--- config.mk ---
export PLATFORM = sky130hd
export DESIGN_NAME = sp_ram_initiator
export DESIGN_NICKNAME = d
export VERILOG_FILES = /design/src/rtl/sp_ram_initiator.sv
export SDC_FILE = /design/constraint.sdc
export NUM_CORES = 1
export LEC_CHECK = 0
export ABC_AREA = 1
export CAP_MARGIN = 30
export CORE_MARGIN = 1.5
export CORE_UTILIZATION = 45
export CTS_CLUSTER_SIZE = 8
export DETAILED_ROUTE_END_ITERATION = 10
export PLACE_DENSITY = 0.82
export REMOVE_ABC_BUFFERS = 1
export SYNTH_ARGS = -nofsm -noshare
export SYNTH_HDL_FRONTEND = slang
export SYNTH_SLANG_ARGS = --single-unit
--- constraint.sdc ---
create_clock -name clk -period 3.05 [get_ports clk]
set_clock_uncertainty 0.1 [all_clocks]
set_input_delay 0.305 -clock clk [delete_from_list [all_inputs] [get_ports clk]]
set_output_delay 0.305 -clock clk [all_outputs]
set_load 0.02 [all_outputs]
--- src/rtl/sp_ram_initiator.sv ---
// rtl/sp_ram_initiator.sv - core-to-single-port-RAM bridge for unaligned byte/half/word accesses
// Accesses that cross a word boundary are split into two consecutive RAM cycles.
module sp_ram_initiator #(
  parameter int ADDR_WIDTH = 16
) (
  input  logic                  clk,
  input  logic                  rst,
  input  logic                  req_i,
  output logic                  gnt_o,
  input  logic [ADDR_WIDTH-1:0] addr_i,
  input  logic                  we_i,
  input  logic [1:0]            size_i,
  input  logic [31:0]           wdata_i,
  output logic                  rvalid_o,
  output logic [31:0]           rdata_o,
  output logic                  ram_en_o,
  output logic [ADDR_WIDTH-1:0] ram_addr_o,
  output logic [31:0]           ram_wdata_o,
  output logic                  ram_we_o,
  output logic [3:0]            ram_be_o,
  input  logic [31:0]           ram_rdata_i
);

  localparam logic [1:0] IDLE = 2'd0;
  localparam logic [1:0] ACC0 = 2'd1;
  localparam logic [1:0] ACC1 = 2'd2;
  localparam logic [1:0] RESP = 2'd3;

  logic [1:0]            state_q;
  logic [ADDR_WIDTH-1:0] addr_q;
  logic                  we_q;
  logic [1:0]            size_q;
  logic [31:0]           wdata_q;
  logic [31:0]           lo_q;

  logic [1:0]            off;
  logic [4:0]            sh;
  logic [2:0]            nbytes;
  logic                  split;
  logic [7:0]            mask;
  logic [31:0]           byte_mask;
  logic [ADDR_WIDTH-1:0] word_addr;
  logic [63:0]           rd_pair;
  logic [31:0]           rd_shift;

  assign off       = addr_q[1:0];
  assign sh        = {off, 3'b000};
  assign word_addr = {addr_q[ADDR_WIDTH-1:2], 2'b00};
  assign split     = ({1'b0, off} + nbytes) > 3'd4;

  always_comb begin
    nbytes    = 3'd4;
    mask      = 8'h0F;
    byte_mask = 32'hFFFF_FFFF;
    case (size_q)
      2'd0: begin nbytes = 3'd1; mask = 8'h01; byte_mask = 32'h0000_00FF; end
      2'd1: begin nbytes = 3'd2; mask = 8'h03; byte_mask = 32'h0000_FFFF; end
      default: ;
    endcase
    mask = mask << off;
  end

  assign gnt_o    = req_i && (state_q == IDLE) && !rst;
  assign rvalid_o = (state_q == RESP) && !rst;

  always_ff @(posedge clk) begin
    if (rst) begin
      state_q <= IDLE;
      addr_q  <= '0;
      we_q    <= 1'b0;
      size_q  <= 2'd0;
      wdata_q <= '0;
      lo_q    <= '0;
    end else begin
      case (state_q)
        IDLE: if (req_i) begin
          addr_q  <= addr_i;
          we_q    <= we_i;
          size_q  <= size_i;
          wdata_q <= wdata_i;
          state_q <= ACC0;
        end
        ACC0: state_q <= split ? ACC1 : RESP;
        ACC1: begin
          // ram_rdata_i here is the first (lower) word of the split read
          lo_q    <= ram_rdata_i;
          state_q <= RESP;
        end
        default: state_q <= IDLE;
      endcase
    end
  end

  always_comb begin
    ram_en_o    = 1'b0;
    ram_addr_o  = '0;
    ram_we_o    = 1'b0;
    ram_be_o    = 4'b0000;
    ram_wdata_o = '0;
    case (state_q)
      ACC0: begin
        ram_en_o    = 1'b1;
        ram_addr_o  = word_addr;
        ram_we_o    = we_q;
        ram_be_o    = mask[3:0];
        ram_wdata_o = wdata_q << sh;
      end
      ACC1: begin
        ram_en_o    = 1'b1;
        ram_addr_o  = word_addr + ADDR_WIDTH'(4);
        ram_we_o    = we_q;
        ram_be_o    = mask[7:4];
        ram_wdata_o = wdata_q >> (6'd32 - {1'b0, sh});
      end
      default: ;
    endcase
  end

  assign rd_pair  = split ? {ram_rdata_i, lo_q} : {32'b0, ram_rdata_i};
  assign rd_shift = 32'(rd_pair >> sh);
  assign rdata_o  = (rvalid_o && !we_q) ? (rd_shift & byte_mask) : 32'b0;

endmodule

Word level (Yosys, flattened, before mapping)
Index checks and enable logic that the tools add are counted.

storage, ports and cells
  register bits = 85
  bits in latches = 0
  RAM bits = 0
  memory bits (read-only) = 0
  output and inout bits = 88
  memories kept = 0

operators by class
  add/sub/neg operators = 3
  $mul = 0
  divide/modulo/power cells = 0
  order comparisons = 1
  equality and inequality tests = 5
  shift-type cells = 4
  muxes and demuxes = 13
  bitwise operators = 1
  reduce and logical (&&, ||, !) cells = 10

operator list
  operator                                                               count
  32-bit case mux with 2 select lines                                    2
  64-bit two-way mux                                                     1
  64-bit by 5-bit right shift with 32-bit output                         1
  32-bit AND                                                             1
  32-bit two-way mux                                                     1
  16-bit case mux with 2 select lines                                    1
  32-bit by 5-bit << shifter with 32-bit output                          1
  32-bit by 6-bit right shift with 32-bit output                         1
  16-bit by 3-bit adder with 16-bit output, second input constant        1
  4-bit case mux with 2 select lines                                     2
  8-bit by 2-bit << shifter with 8-bit output                            1
  2-bit case mux with 3 select lines                                     1
  3-bit case mux with 2 select lines                                     1
  6-bit by 5-bit subtractor with 6-bit output, first input constant      1
  2-bit by 1-bit equality test with 1-bit output, second input constant  2
  2-bit equality test, second input constant                             2
  1-bit logical AND                                                      4
  2-bit logical NOT                                                      2
  2-bit by 3-bit adder with 3-bit output                                 1
  3-bit > comparator, second input constant                              1
  1-bit two-way mux                                                      3
  1-bit logical NOT                                                      2
  2-bit two-way mux                                                      1
  2-bit inequality test, second input constant                           1
  other kinds (2)                                                        2

Logic depth before layout (Yosys ltp)
Gate-level depths: netlist of run 1.

  depth after elaboration = 8
  gate-level depth with buffers = 13
  depth with buffers taken out = 12

Least setup slack after synthesis of run 1
Ideal clock, no wire load.

  path kind = reg2out
  start = register size_q[1]
  end = output port rdata_o[6]
  data arrival time = 2324 ps
  required time = 2645 ps
  setup slack = 321 ps
  stages on the path, launching flop included = 11
  cells stage by stage = dfxtp_1 > nor2_1 > ha_1 > inv_1 > fa_1 > nand2_2 > clkbuf_1 > nand3_1 > nand3_1 > nand3_1 > nor2_1

on the way
  cells in the longest elaborated chain, start to end = 8

ends and longest elaborated chain
  item                                                                                        line  source
  from (decl)                                                                                 32    logic [1:0] size_q;
  from (signal assigned)                                                                      79    size_q <= size_i;
  2-bit by 1-bit equality test with 1-bit output / 2-bit logical NOT (equally long branches)  55    case (size_q)
  3-bit case mux with 2 select lines *                                                        55
  2-bit by 3-bit adder with 3-bit output *                                                    49    assign split = ({1'b0, off} + nbytes) > 3'd4;
  3-bit > comparator *                                                                        49
  64-bit two-way mux *                                                                        119   assign rd_pair = split ? {ram_rdata_i, lo_q} : {32'b0, ram_rdata_i};
  64-bit by 5-bit right shift with 32-bit output *                                            120   assign rd_shift = 32'(rd_pair >> sh);
  32-bit AND *                                                                                121   assign rdata_o = (rvalid_o && !we_q) ? (rd_shift & byte_mask) : 32'b0;
  32-bit two-way mux *                                                                        121
  to (decl)                                                                                   15    output logic [31:0] rdata_o,

Every way passes the cells marked *; elsewhere a longest branch is shown, timed or not.

Worst setup path in the final report of run 1
  start = register size_q[0]
  end = output port rdata_o[0]

Same word-level chain as after synthesis.

==> out/qor.json, run 1 <==
{
  "placed_design": {
    "detailedPlacementHpwl_microns": 14440,
    "dp_worst_setup_slack_ns": 0.005930,
    "postPlaceCellArea_sq_um": 8320,
    "place.gp.congestion": 0.8747,
    "placement.io_buffers": 171
  },
  "layout": {
    "antenna_cells_inserted": 0,
    "mostFrequentLayoutCells": "nand2_1 (279), nor2_1 (131), inv_1 (116), clkdlybuf4s50_1 (116), nand3_1 (108)",
    "end_of_flow_core_utilization_pct": 63.98,
    "areaGrowthSynthToFinish_pct": 38.67,
    "layout-drive-gt1-share_pct": 12.18,
    "final_design_area_no_fill_sq_um": 8915,
    "n_fill_cell": 1255,
    "fin_nets": 1339,
    "multiInputGateArea_sq_um": 4044,
    "mostFrequentLayoutCell": "nand2_1",
    "sequential_cell_area_sq_um": 1708
  },
  "synthesis": {
    "synthCells": 1085,
    "synth_seq_cells": 85,
    "fraction_of_the_mapped_netlist_area_in_compound_gates_pct": 19.19,
    "synth_warnings": 0,
    "syn-mean-instance-area_sq_um": 5.925,
    "synth_top_cells_by_area": "dfxtp_1 (26%), nand2_1 (17%), nand3_1 (9.3%), nor2_1 (7.8%), inv_1 (7.0%)",
    "synthSimpleGateAreaFrac_pct": 37.02,
    "synth_top_area_cell": "dfxtp_1",
    "synth_top_family_by_area": "simple AND/OR/NAND/NOR gates",
    "yosys-mux-area-fraction_pct": 2.180,
    "synth_edf_count": 0,
    "ys_async_sr_fraction_pct": 0,
    "netlist_area_before_placement_sq_um": 6429,
    "number_of_distinct_standard_cells_referenced_by_the_synthesized_netlist": 38,
    "synthFlopType": "dfxtp_1",
    "seq_area_frac_synth_pct": 26.47,
    "synthXorXnorAreaFrac_pct": 0,
    "post-synth-top-area-fraction_pct": 26.47,
    "yosys.area_share.adder_pct": 1.868
  },
  "power": {
    "pwr_density_cell_nw_per_um2": 775.5,
    "pwr-share-clk_pct": 14.6,
    "power.share.combinational_pct": 61.4,
    "ir_drop_mv": 0.4399,
    "power.share.switching_pct": 47.86,
    "power.switching_mw": 3.309,
    "p_leak_nw": 4.257,
    "design_power_total_mw": 6.913,
    "internal-power_mw": 3.604,
    "power.sequential.fraction_pct": 24.1
  },
  "job": {
    "maxCapViolCount": 0
  },
  "detailed_routing": {
    "routed_wire_length_per_instance_microns": 15.23,
    "met2_wirelength_from_detailed_routing_microns": 9949,
    "vias": 7888,
    "detail_route.iter0.violations": 749,
    "postRouteAntennaNets": 0,
    "dr_wl_met3_microns": 2196,
    "routedLengthMet1_microns": 9101,
    "route.detailed.drc": 0,
    "route.detailed.vias_per_inst": 5.524,
    "drt_pass1_iterations": 6,
    "postRouteWirelength_microns": 21750,
    "top_signal_layer_used": "met4"
  },
  "clock_network": {
    "h_tree_levels": 3,
    "cts.sink_count": 85,
    "cts_buffers": 9,
    "clock_tree.buffer_depth": 2,
    "tritoncts_clock_tree": "yes",
    "clock_insertion_delay_worst_skew_ns": 0.35,
    "worst_setup_hold_path_clk_slew_ns": 0.06,
    "cts_hold_repair.buffers": 0,
    "clock_tree.root_cell": "clkbuf_16"
  },
  "worst_hold_path": {
    "hold_path_startpoint": "lo_q[2]$_SDFFE_PP0P_",
    "hp-class": "register to register",
    "worstHoldEndpoint": "lo_q[2]$_SDFFE_PP0P_",
    "hold_path_depth": 2
  },
  "die": {
    "fp.dieH_microns": 122.5,
    "placeableCoreArea_sq_um": 13930,
    "number_of_cell_rows": 43,
    "die_width_microns": 122.5,
    "num_io_pins": 174,
    "floorplan.initialDensity_pct": 46.13,
    "floorplan_die_area_sq_um": 15010
  },
  "critical_path": {
    "cp_slowest_stage_delay_ns": 0.54,
    "cp.buffers_inverters": 4,
    "crit_arrival_ns": 2.56,
    "start_kind": "register",
    "crit_path_top_delay_cell": "fa_2",
    "reg2reg_depth": 7,
    "critPathRequiredTime_ns": 2.64,
    "reg2reg_to": "wdata_q[16]$_SDFFE_PP0P_",
    "reg2reg_slack_ns": 0.81,
    "critical_path_class": "register to output port",
    "cp_max_fo": 9,
    "cp-end-kind": "output port",
    "worstReg2RegStart": "state_q[0]$_SDFFE_PP0P_",
    "path_cells": "nor2_4 -> ha_4 -> inv_1 -> fa_2 -> nand2_4 -> buf_4 -> nand3_4 -> clkbuf_16 -> nand2_1 -> nand3_1 -> nand3_1 -> nor2_1 -> buf_4",
    "critical-path-top-delay-family": "adder cells"
  },
  "sta": {
    "report.final.slew_viol_count": 0,
    "min_period_over_period_pct": 97.09,
    "hold_viol_final": 0,
    "unrepaired_setup_endpoints_after_global_routing": "yes",
    "final-setup-viol-count": 0,
    "fin_worst_hold_slack_ns": 0.3628,
    "timing.slew.headroom_pct": 53.77,
    "max_clock_freq_mhz": 337.7,
    "finalWorstPathRequiredPeriod_ns": 2.961,
    "worst_slew_pin_slew_ns": 0.6934,
    "setup_ws_ns": 0.08864
  },
  "global_routing": {
    "gr-total-overflow": 0,
    "groute.usage.overall_pct": 28.16,
    "grt_start_max_net_pins": 92,
    "grt_antenna_before_repair": 0,
    "grt_first_pass_wirelength_microns": 34130,
    "first_global_vias": 7119
  },
  "outcome": {
    "outcome": "complete, no violations"
  }
}
how the worst max path moves through the flow:
stage,from,endpoint,slack (ns),cells after the start
final,size_q[0]$_SDFFE_PP0P_,rdata_o[0],0.09,13
after global routing,size_q[0]$_SDFFE_PP0P_,rdata_o[17],-0.05,13
after CTS,state_q[0]$_SDFFE_PP0P_,ram_wdata_o[7],0.002,11
after detailed placement,size_q[1]$_SDFFE_PP0P_,rdata_o[30],0.006,13
after global placement,size_q[1]$_SDFFE_PP0P_,rdata_o[30],0.06,12
after floorplan,addr_q[0]$_SDFFE_PP0P_,rdata_o[30],-1.67,10
synth_stat cells, types with 3 or more instances:
cell / count
buf_1: 7
nand2_1: 294
nand2_2: 3
nor3_1: 11
nor2_1: 133
ha_1: 8
o221ai_1: 6
buf_4: 7
clkbuf_1: 34
mux2i_1: 14
a21oi_1: 45
o21ai_0: 69
nand3_1: 119
buf_2: 17
a211oi_1: 56
o22ai_1: 3
nor2_2: 5
o21ai_1: 7
buf_6: 6
inv_1: 120
inv_2: 8
a22oi_1: 4
o311ai_0: 4
a22o_1: 3
dfxtp_1: 85
state kept, by name (all words and copies together), names as in the netlist:
name     flops
lo_q        32
wdata_q     32
addr_q      16
size_q       2
state_q      2
we_q         1
worst register-to-register path, delay by kind of cell, from the launching register on:
family | cells | cell delay (ns)
fa+ha+maj | 1 | 0.24
buf+inv | 3 | 0.98
compound gates | 1 | 0.20
simple gates | 2 | 0.23
flops | 1 | 0.41
what timing repair did:
item                       4_1_cts  5_1_grt
gates resized for setup        123      109
pin swaps                        1       21
gates cloned                     1        6
setup endpoints to repair       68       63
buffers inserted                 3        5
stage by stage:
step	cells	setup TNS, ns
2_1_floorplan	1015	-99.49
4_1_cts	1417	0
6_report	1428	0
3_3_place_gp	1397	0
5_1_grt	1428	-0.3756
3_5_place_dp	1398	0
power groups by stage:
stage | sequential [mW] | combinational, mW | clock (mW)
after CTS | 1.65 | 3.81 | 1.02
after global routing | 1.70 | 4.65 | 1.06
after floorplan | 1.71 | 2.34 | 0
after detailed placement | 1.67 | 3.76 | 0
after global placement | 1.65 | 3.71 | 0
final | 1.66 | 4.24 | 1.01
final cells by class:
class,instances,share of cell area [%]
clock buffers,13,2.807
clock inverters,2,0.1123
inverters,130,5.656
multi-input cells,801,45.36
flip-flops and latches,85,19.16
well taps,180,2.526
repair buffers,216,24.29
repair inverters,1,0.08421
logic make-up (layout without fill, tap and decap cells):
| family | Yosys count | in the layout |
|---|---|---|
| AOI/OAI and AO/OA | 203 | 203 |
| adders and majority gates | 9 | 9 |
| buffers and inverters | 201 | 362 |
| DFF | 85 | 85 |
| muxes | 14 | 14 |
| other | 1 | 2 |
| and+or+nand+nor | 572 | 573 |
per-layer routing:
| metal | global-route usage [%] | up-vias |
|---|---|---|
| met4 | 10.76 | 0 |
| li1 | - | 3859 |
| met3 | 4.879 | 51 |
| met1 | 37.81 | 3516 |
| met2 | 45.08 | 462 |
| met5 | 0 | - |
(Power assumes the default switching activity.)
==> run 2, diff against run 1 <==
PLACE_DENSITY = 0.85   (was 0.82)
clock period = 2.6 ns   (was 3.05 ns; I/O delays follow)
==> run 2 against run 1 <==
  * Critical path type unchanged
  * Highest routed layer unchanged
  * Power grew 31%
  * Via count is 4.3% higher
  * Count of clock-buffer cells in the layout unchanged
  * The run now ends with setup timing left
  * Critical endpoint is now rdata_o[11]
  * Sequential power grew 17%
==> out/qor.json, run 2 (same netlist as run 1, synthesis figures left out) <==
{
  "outcome": {
    "outcome": "finished, violations left",
    "violated_checks": "setup timing"
  },
  "critical_path": {
    "crit_arrival": {"value": 2.57, "unit": "ns", "change": "about the same"},
    "start_kind": "register",
    "crit_path_top_delay_cell": "fa_2",
    "reg2reg_slack": {"value": 0.50, "unit": "ns", "change": "-0.31 ns"},
    "path_common_cell": "nand2_4",
    "worstReg2RegStart": "state_q[0]$_SDFFE_PP0P_",
    "critical_path_class": "register to output port",
    "cp-end-kind": "output port",
    "startpoint": "size_q[0]$_SDFFE_PP0P_",
    "critPathRequiredTime": {"value": 2.24, "unit": "ns", "change": "-0.40 ns"},
    "reg2reg_depth": {"value": 7, "change": "unchanged"},
    "path_cells": "nor2_4 -> ha_2 -> inv_2 -> fa_2 -> nand2_4 -> nand3_4 -> buf_6 -> clkbuf_16 -> nand2_4 -> nand3_2 -> nand2_1 -> nor2_1 -> nor2_2 -> buf_4",
    "critical_path_cell_count": {"value": 14, "change": "+1"},
    "reg2reg_to": "wdata_q[11]$_SDFFE_PP0P_",
    "cp_slowest_stage_delay": {"value": 0.54, "unit": "ns", "change": "about the same"},
    "cp_max_fo": {"value": 5, "change": "-4"},
    "critical-path-top-delay-family": "adder cells",
    "cp.buffers_inverters": {"value": 4, "change": "unchanged"},
    "critical_path.endpoint": "rdata_o[11]"
  },
  "global_routing": {
    "grt_first_pass_wirelength": {"value": 35790, "unit": "microns", "change": "+4.9%"},
    "first_global_vias": {"value": 7506, "change": "+5.4%"},
    "gr-total-overflow": {"value": 0, "change": "unchanged"},
    "grt_start_max_net_pins": {"value": 92, "change": "unchanged"},
    "groute.usage.overall": {"value": 29.66, "unit": "%", "change": "+1.5 points"},
    "grt_antenna_before_repair": {"value": 0, "change": "unchanged"}
  },
  "layout": {
    "multiInputGateArea": {"value": 4288, "unit": "sq um", "change": "+6.0%"},
    "layout-drive-gt1-share": {"value": 20.90, "unit": "%", "change": "+8.7 points"},
    "fin_nets": {"value": 1363, "change": "+1.8%"},
    "areaGrowthSynthToFinish_pct": 45.64,
    "largestRegisters": "lo_q x32, wdata_q x32, addr_q x16",
    "sequential_cell_area": {"value": 1710, "unit": "sq um", "change": "+0.15%"},
    "n_fill_cell": {"value": 1181, "change": "-5.9%"},
    "mostFrequentLayoutCell": "nand2_1",
    "mostFrequentLayoutCells": "nand2_1 (266), nor2_1 (122), inv_1 (114)",
    "antenna_cells_inserted": {"value": 0, "change": "unchanged"}
  },
  "clock_network": {
    "h_tree_levels": {"value": 3, "change": "unchanged"},
    "clock_tree.buffer_depth": {"value": 2, "change": "unchanged"},
    "cts_hold_repair.buffers": {"value": 0, "change": "unchanged"},
    "clock_insertion_delay_worst_skew": {"value": 0.35, "unit": "ns", "change": "about the same"},
    "worst_setup_hold_path_clk_slew": {"value": 0.07, "unit": "ns", "change": "about the same"},
    "tritoncts_clock_tree": "yes",
    "cts_buffers": {"value": 9, "change": "unchanged"},
    "clock_tree.root_cell": "clkbuf_16",
    "cts.sink_count": {"value": 85, "change": "unchanged"}
  },
  "sta": {
    "report.final.slew_viol_count": {"value": 0, "change": "unchanged"},
    "unrepaired_setup_endpoints_after_global_routing": "yes",
    "worst_slew_pin_slew": {"value": 0.9552, "unit": "ns", "change": "+0.2618 ns"},
    "final-setup-viol-count": {"value": 32, "change": "+32"},
    "min_period_over_period_pct": 112.7,
    "fin_worst_hold_slack": {"value": 0.3618, "unit": "ns", "change": "-0.0009940 ns"},
    "timing.slew.headroom": {"value": 36.32, "unit": "%", "change": "-17 points"},
    "setup_ws": {"value": -0.3310, "unit": "ns", "change": "-0.4196 ns"},
    "hold_viol_final": {"value": 0, "change": "unchanged"},
    "finalWorstPathRequiredPeriod_ns": 2.931,
    "max_clock_freq_mhz": 341.2
  },
  "detailed_routing": {
    "postRouteWirelength": {"value": 22890, "unit": "microns", "change": "+5.3%"},
    "detail_route.iter0.violations": {"value": 1040, "change": "+39%"},
    "postRouteAntennaNets": {"value": 0, "change": "unchanged"},
    "drt_pass1_iterations": {"value": 5, "change": "-1"},
    "routed_wire_length_per_instance": {"value": 15.75, "unit": "microns", "change": "+3.4%"},
    "route.detailed.vias_per_inst": {"value": 5.661, "change": "+2.5%"},
    "vias": {"value": 8226, "change": "+4.3%"},
    "route.detailed.drc": {"value": 0, "change": "unchanged"}
  },
  "die": {
    "floorplan_die_area": {"value": 15010, "unit": "sq um", "change": "unchanged"},
    "die_width": {"value": 122.5, "unit": "microns", "change": "unchanged"},
    "fp.dieH": {"value": 122.5, "unit": "microns", "change": "unchanged"},
    "number_of_cell_rows": {"value": 43, "change": "unchanged"},
    "num_io_pins": {"value": 174, "change": "unchanged"},
    "placeableCoreArea": {"value": 13930, "unit": "sq um", "change": "unchanged"},
    "floorplan.initialDensity": {"value": 46.13, "unit": "%", "change": "unchanged"}
  },
  "power": {
    "p_leak": {"value": 4.262, "unit": "nW", "change": "+0.13%"},
    "pwr_density_cell": {"value": 966.0, "unit": "nW/um^2", "change": "+25%"},
    "design_power_total": {"value": 9.044, "unit": "mW", "change": "+31%"},
    "ir_drop": {"value": 0.5917, "unit": "mV", "change": "+35%"}
  },
  "placed_design": {
    "place.gp.congestion": {"value": 0.9262, "change": "+5.9%"},
    "detailedPlacementHpwl": {"value": 14600, "unit": "microns", "change": "+1.1%"},
    "placement.io_buffers": {"value": 171, "change": "unchanged"}
  },
  "job": {
    "maxCapViolCount": {"value": 0, "change": "unchanged"}
  },
  "worst_hold_path": {
    "hp-class": "register to register"
  }
}
[run 2: worst min path at each step]
stage | from | to | depth (start not counted)
2_1_floorplan | rst | addr_q[11]$_SDFFE_PP0P_ | 1
3_3_place_gp | lo_q[0]$_SDFFE_PP0P_ | lo_q[0]$_SDFFE_PP0P_ | 2
3_5_place_dp | lo_q[5]$_SDFFE_PP0P_ | lo_q[5]$_SDFFE_PP0P_ | 2
4_1_cts | wdata_i[12] | wdata_q[12]$_SDFFE_PP0P_ | 3
5_1_grt | lo_q[5]$_SDFFE_PP0P_ | lo_q[5]$_SDFFE_PP0P_ | 2
6_report | lo_q[13]$_SDFFE_PP0P_ | lo_q[13]$_SDFFE_PP0P_ | 2
[run 2: per-layer routing]
| layer | routed length [microns] | global-route usage [%] | part of all wire [%] | vias up |
|---|---|---|---|---|
| met5 | 0 | 0 | 0 | - |
| met2 | 10800 | 49.34 | 47 | 545 |
| met4 | 683 | 12.57 | 3.0 | 0 |
| met3 | 2318 | 3.950 | 10 | 77 |
| met1 | 9085 | 38.54 | 40 | 3713 |
| li1 | - | - | - | 3891 |
[run 2: repair_timing]
item | in CTS | in global routing
endpoints found under the setup margin | 80 | 73
gates resized for setup | 294 | 164
pin swaps | 14 | 39
buffers inserted | 13 | 1
hold endpoints to repair | 0 | 0
cloned | 4 | 1
[run 2: through the flow]
step | setup slack, ns | util [%] | setup TNS (ns) | instances | area [sq um]
floorplan | -2.072 | - | -135.45 | 1015 | 6073
global placement | -0.3152 | 61.23 | -8.957 | 1420 | 8532
detailed placement | -0.3689 | 61.23 | -10.47 | 1420 | 8532
CTS | -0.2664 | 64.41 | -7.263 | 1452 | 8975
global route | -0.4432 | 67.19 | -12.44 | 1453 | 9363
finish | -0.3310 | 67.19 | -9.067 | 1453 | 9363
[run 2: cell type report]
| class | count | area share, % |
|---|---|---|
| well taps | 180 | 2.405 |
| repair inverters | 1 | 0.08018 |
| flip-flops and latches | 85 | 18.27 |
| multi-input cells | 800 | 45.80 |
| clock inverters | 3 | 0.7216 |
| clock buffers | 13 | 2.780 |
| repair buffers | 241 | 24.47 |
| inverters | 130 | 5.479 |
[run 2: report_power, final]
| part | leakage (nW) | total (mW) | switching, mW | internal [mW] |
|---|---|---|---|---|
| logic | 3.41 | 5.65 | 3.45 | 2.21 |
| clock network | 0.156 | 1.44 | 0.547 | 0.896 |
| registers | 0.701 | 1.95 | 0.250 | 1.70 |
[run 2: tightest hold or removal path: cells and delay by family (launching register included)]
kind,cells,cell delay [ns]
flops,1,0.31
compound gates,1,0.05
simple gates,1,0.06
==> run 3, diff against run 2 <==
CTS_CLUSTER_DIAMETER = 60   (was unset)
GPL_ROUTABILITY_DRIVEN = 0   (was unset)
SETUP_SLACK_MARGIN = 0.5   (was unset)
==> run 3 against run 2 <==
  * Largest cell class unchanged
  * Non-clock buffer count is 40 higher
  * The run still ends with setup timing left
  * Power increased by 21%
  * Highest routed layer unchanged
  * Sequential share of layout area shrank 2.3 points
  * Register-to-register slack improved by 0.07 ns
  * Count of clock-buffer cells in the layout did not move
==> out/qor.json, run 3 (same netlist as run 1, synthesis figures left out) <==
{
  "power": {
    "power.sequential.fraction": {"value": 18.5, "unit": "%", "change": "-3.1 points"},
    "pwr-share-clk": {"value": 13.5, "unit": "%", "change": "-2.5 points"},
    "power.share.combinational": {"value": 68.0, "unit": "%", "change": "+5.5 points"},
    "power.share.switching": {"value": 48.00, "unit": "%", "change": "+1.1 points"},
    "internal-power": {"value": 5.677, "unit": "mW", "change": "+18%"},
    "ir_drop": {"value": 0.7499, "unit": "mV", "change": "+27%"},
    "pwr_density_cell": {"value": 1008, "unit": "nW/um^2", "change": "+4.4%"},
    "p_leak": {"value": 4.864, "unit": "nW", "change": "+14%"},
    "power.switching": {"value": 5.240, "unit": "mW", "change": "+23%"}
  },
  "layout": {
    "largestRegisters": "lo_q x32, wdata_q x32, addr_q x16",
    "end_of_flow_core_utilization": {"value": 77.72, "unit": "%", "change": "+11 points"},
    "antenna_cells_inserted": {"value": 0, "change": "unchanged"},
    "fin_nets": {"value": 1403, "change": "+2.9%"},
    "areaGrowthSynthToFinish_pct": 68.47,
    "n_fill_cell": {"value": 884, "change": "-25%"},
    "layout-drive-gt1-share": {"value": 34.12, "unit": "%", "change": "+13 points"},
    "mostFrequentLayoutCell": "nand2_1",
    "mostFrequentLayoutCells": "nand2_1 (239), nor2_1 (115), inv_1 (99)",
    "final_design_area_no_fill": {"value": 10830, "unit": "sq um", "change": "+16%"}
  },
  "placed_design": {
    "detailedPlacementHpwl": {"value": 14600, "unit": "microns", "change": "unchanged"},
    "postPlaceCellArea": {"value": 8532, "unit": "sq um", "change": "unchanged"},
    "placement.io_buffers": {"value": 171, "change": "unchanged"}
  },
  "clock_network": {
    "h_tree_levels": {"value": 3, "change": "unchanged"},
    "tritoncts_clock_tree": "yes",
    "cts_hold_repair.buffers": {"value": 0, "change": "unchanged"},
    "worst_setup_hold_path_clk_slew": {"value": 0.07, "unit": "ns", "change": "about the same"},
    "cts.sink_count": {"value": 85, "change": "unchanged"},
    "cts_buffers": {"value": 9, "change": "unchanged"},
    "clock_tree.root_cell": "clkbuf_16",
    "clock_tree.buffer_depth": {"value": 2, "change": "unchanged"},
    "clock_insertion_delay_worst_skew": {"value": 0.36, "unit": "ns", "change": "about the same"}
  },
  "detailed_routing": {
    "detail_route.iter0.violations": {"value": 1455, "change": "+40%"},
    "route.detailed.vias_per_inst": {"value": 6.127, "change": "+8.2%"},
    "route.detailed.drc": {"value": 0, "change": "unchanged"},
    "postRouteAntennaNets": {"value": 0, "change": "unchanged"},
    "vias": {"value": 9147, "change": "+11%"},
    "postRouteWirelength": {"value": 29210, "unit": "microns", "change": "+28%"},
    "drt_pass1_iterations": {"value": 6, "change": "+1"},
    "routed_wire_length_per_instance": {"value": 19.56, "unit": "microns", "change": "+24%"}
  },
  "global_routing": {
    "groute.usage.overall": {"value": 31.59, "unit": "%", "change": "+1.9 points"},
    "grt_first_pass_wirelength": {"value": 38030, "unit": "microns", "change": "+6.3%"},
    "grt_start_max_net_pins": {"value": 90, "change": "-2.2%"},
    "first_global_vias": {"value": 7995, "change": "+6.5%"},
    "grt_antenna_before_repair": {"value": 0, "change": "unchanged"},
    "gr-total-overflow": {"value": 0, "change": "unchanged"}
  },
  "worst_hold_path": {
    "hp-class": "input port to register",
    "hold_path_depth": {"value": 3, "change": "+1"}
  },
  "critical_path": {
    "crit_arrival": {"value": 2.64, "unit": "ns", "change": "+0.07 ns"},
    "start_kind": "register",
    "reg2reg_depth": {"value": 7, "change": "unchanged"},
    "cp_max_fo": {"value": 12, "change": "+7"},
    "critical_path_class": "register to output port",
    "cp-end-kind": "output port",
    "critPathRequiredTime": {"value": 2.24, "unit": "ns", "change": "about the same"}
  },
  "die": {
    "number_of_cell_rows": {"value": 43, "change": "unchanged"},
    "fp.dieH": {"value": 122.5, "unit": "microns", "change": "unchanged"},
    "floorplan_die_area": {"value": 15010, "unit": "sq um", "change": "unchanged"},
    "die_width": {"value": 122.5, "unit": "microns", "change": "unchanged"},
    "floorplan.initialDensity": {"value": 46.13, "unit": "%", "change": "unchanged"},
    "placeableCoreArea": {"value": 13930, "unit": "sq um", "change": "unchanged"},
    "num_io_pins": {"value": 174, "change": "unchanged"}
  },
  "job": {
    "maxCapViolCount": {"value": 0, "change": "unchanged"}
  },
  "sta": {
    "setup_ws": {"value": -0.4044, "unit": "ns", "change": "-0.07338 ns"},
    "post_route_setup_tns": {"value": -11.12, "unit": "ns", "change": "-2.054 ns"},
    "max_clock_freq": {"value": 332.8, "unit": "MHz", "change": "-2.4%"},
    "finalWorstPathRequiredPeriod": {"value": 3.004, "unit": "ns", "change": "+0.07337 ns"},
    "timing.slew.headroom": {"value": 33.27, "unit": "%", "change": "-3.1 points"},
    "report.final.slew_viol_count": {"value": 0, "change": "unchanged"},
    "worst_slew_pin_slew": {"value": 1.001, "unit": "ns", "change": "+0.04576 ns"},
    "final-setup-viol-count": {"value": 38, "change": "+19%"},
    "unrepaired_setup_endpoints_after_global_routing": "yes",
    "hold_viol_final": {"value": 0, "change": "unchanged"},
    "min_period_over_period": {"value": 115.6, "unit": "%", "change": "+2.8 points"}
  },
  "outcome": {
    "violated_checks": "setup timing",
    "outcome": "finished, violations left"
  }
}
-- run 3: cell types whose count changed in the layout (fill, tap and decap cells not counted), moves of 9 or more --
cell,previous run,this run
nor2_4,4,14
nand3_1,86,64
nand2_2,22,40
dlygate4sd2_1,13,3
nand2_1,266,239
o21ai_2,5,22
clkbuf_2,9,0
inv_1,114,99
o21ai_0,55,32
buf_2,14,5
buf_6,24,91
nand3_2,31,53
-- run 3: cell type report --
cell class	count	area, sq um	area share, %
clock inverters	3	67.56	0.6238
repair buffers	281	3063	28.28
repair inverters	1	7.507	0.06932
multi-input cells	800	4938	45.60
flip-flops and latches	85	1728	15.95
clock buffers	13	260.3	2.403
inverters	130	540.5	4.991
well taps	180	225.2	2.079
-- run 3: routing by layer --
metal	share of wire [%]	GRT usage [%]	up-vias
met3	12	5.809	211
met5	0	0	-
met2	46	52.97	831
li1	-	-	3994
met1	36	38.99	4111
met4	6.0	15.26	0
-- run 3: power by group through the flow --
stage	logic (mW)	clock network, mW	registers, mW
floorplan	2.74	0	2.00
global placement	4.60	0	1.93
detailed placement	4.67	0	1.95
CTS	5.75	1.45	1.95
global route	7.79	1.51	2.04
finish	7.42	1.48	2.01
-- run 3: through the flow --
step / worst slack, ns / total power, mW / cells / hold WS, ns
after floorplan: -2.072 / 4.742 / 1015 / 0.2291
after global placement: -0.3152 / 6.537 / 1420 / 0.3479
after detailed placement: -0.3689 / 6.617 / 1420 / 0.3527
after CTS: -0.2663 / 9.157 / 1468 / 0.3565
after global routing: -0.4856 / 11.34 / 1493 / 0.3695
final: -0.4044 / 10.92 / 1493 / 0.3629
-- run 3: worst max-delay path: stages, from the launching register on --
cell and delay [ns]:
dfxtp_2 0.34, nor2_4 0.11, ha_2 0.17, inv_2 0.04
fa_2 0.46, nand2_4 0.10, buf_4 0.17, clkbuf_16 0.19
nand3_1 0.16, nand3_1 0.18, nand3_2 0.09, nor2_2 0.14
buf_6 0.13
-- run 3: path summary, 6_finish.rpt --
path	start	slack, ns	to
setup / recovery	size_q[0]$_SDFFE_PP0P_	-0.40	rdata_o[4]
hold / removal	addr_i[3]	0.36	addr_q[3]$_SDFFE_PP0P_
setup reg to reg	state_q[0]$_SDFFE_PP0P_	0.57	size_q[0]$_SDFFE_PP0P_
hold reg to reg	lo_q[14]$_SDFFE_PP0P_	0.36	lo_q[14]$_SDFFE_PP0P_
-- run 3: repair_timing --
action | 4_1_cts | 5_1_grt
setup buffers | 27 | 18
cloned | 5 | 7
setup endpoints to repair | 86 | 81
resized for setup | 577 | 276
pin swaps | 36 | 88
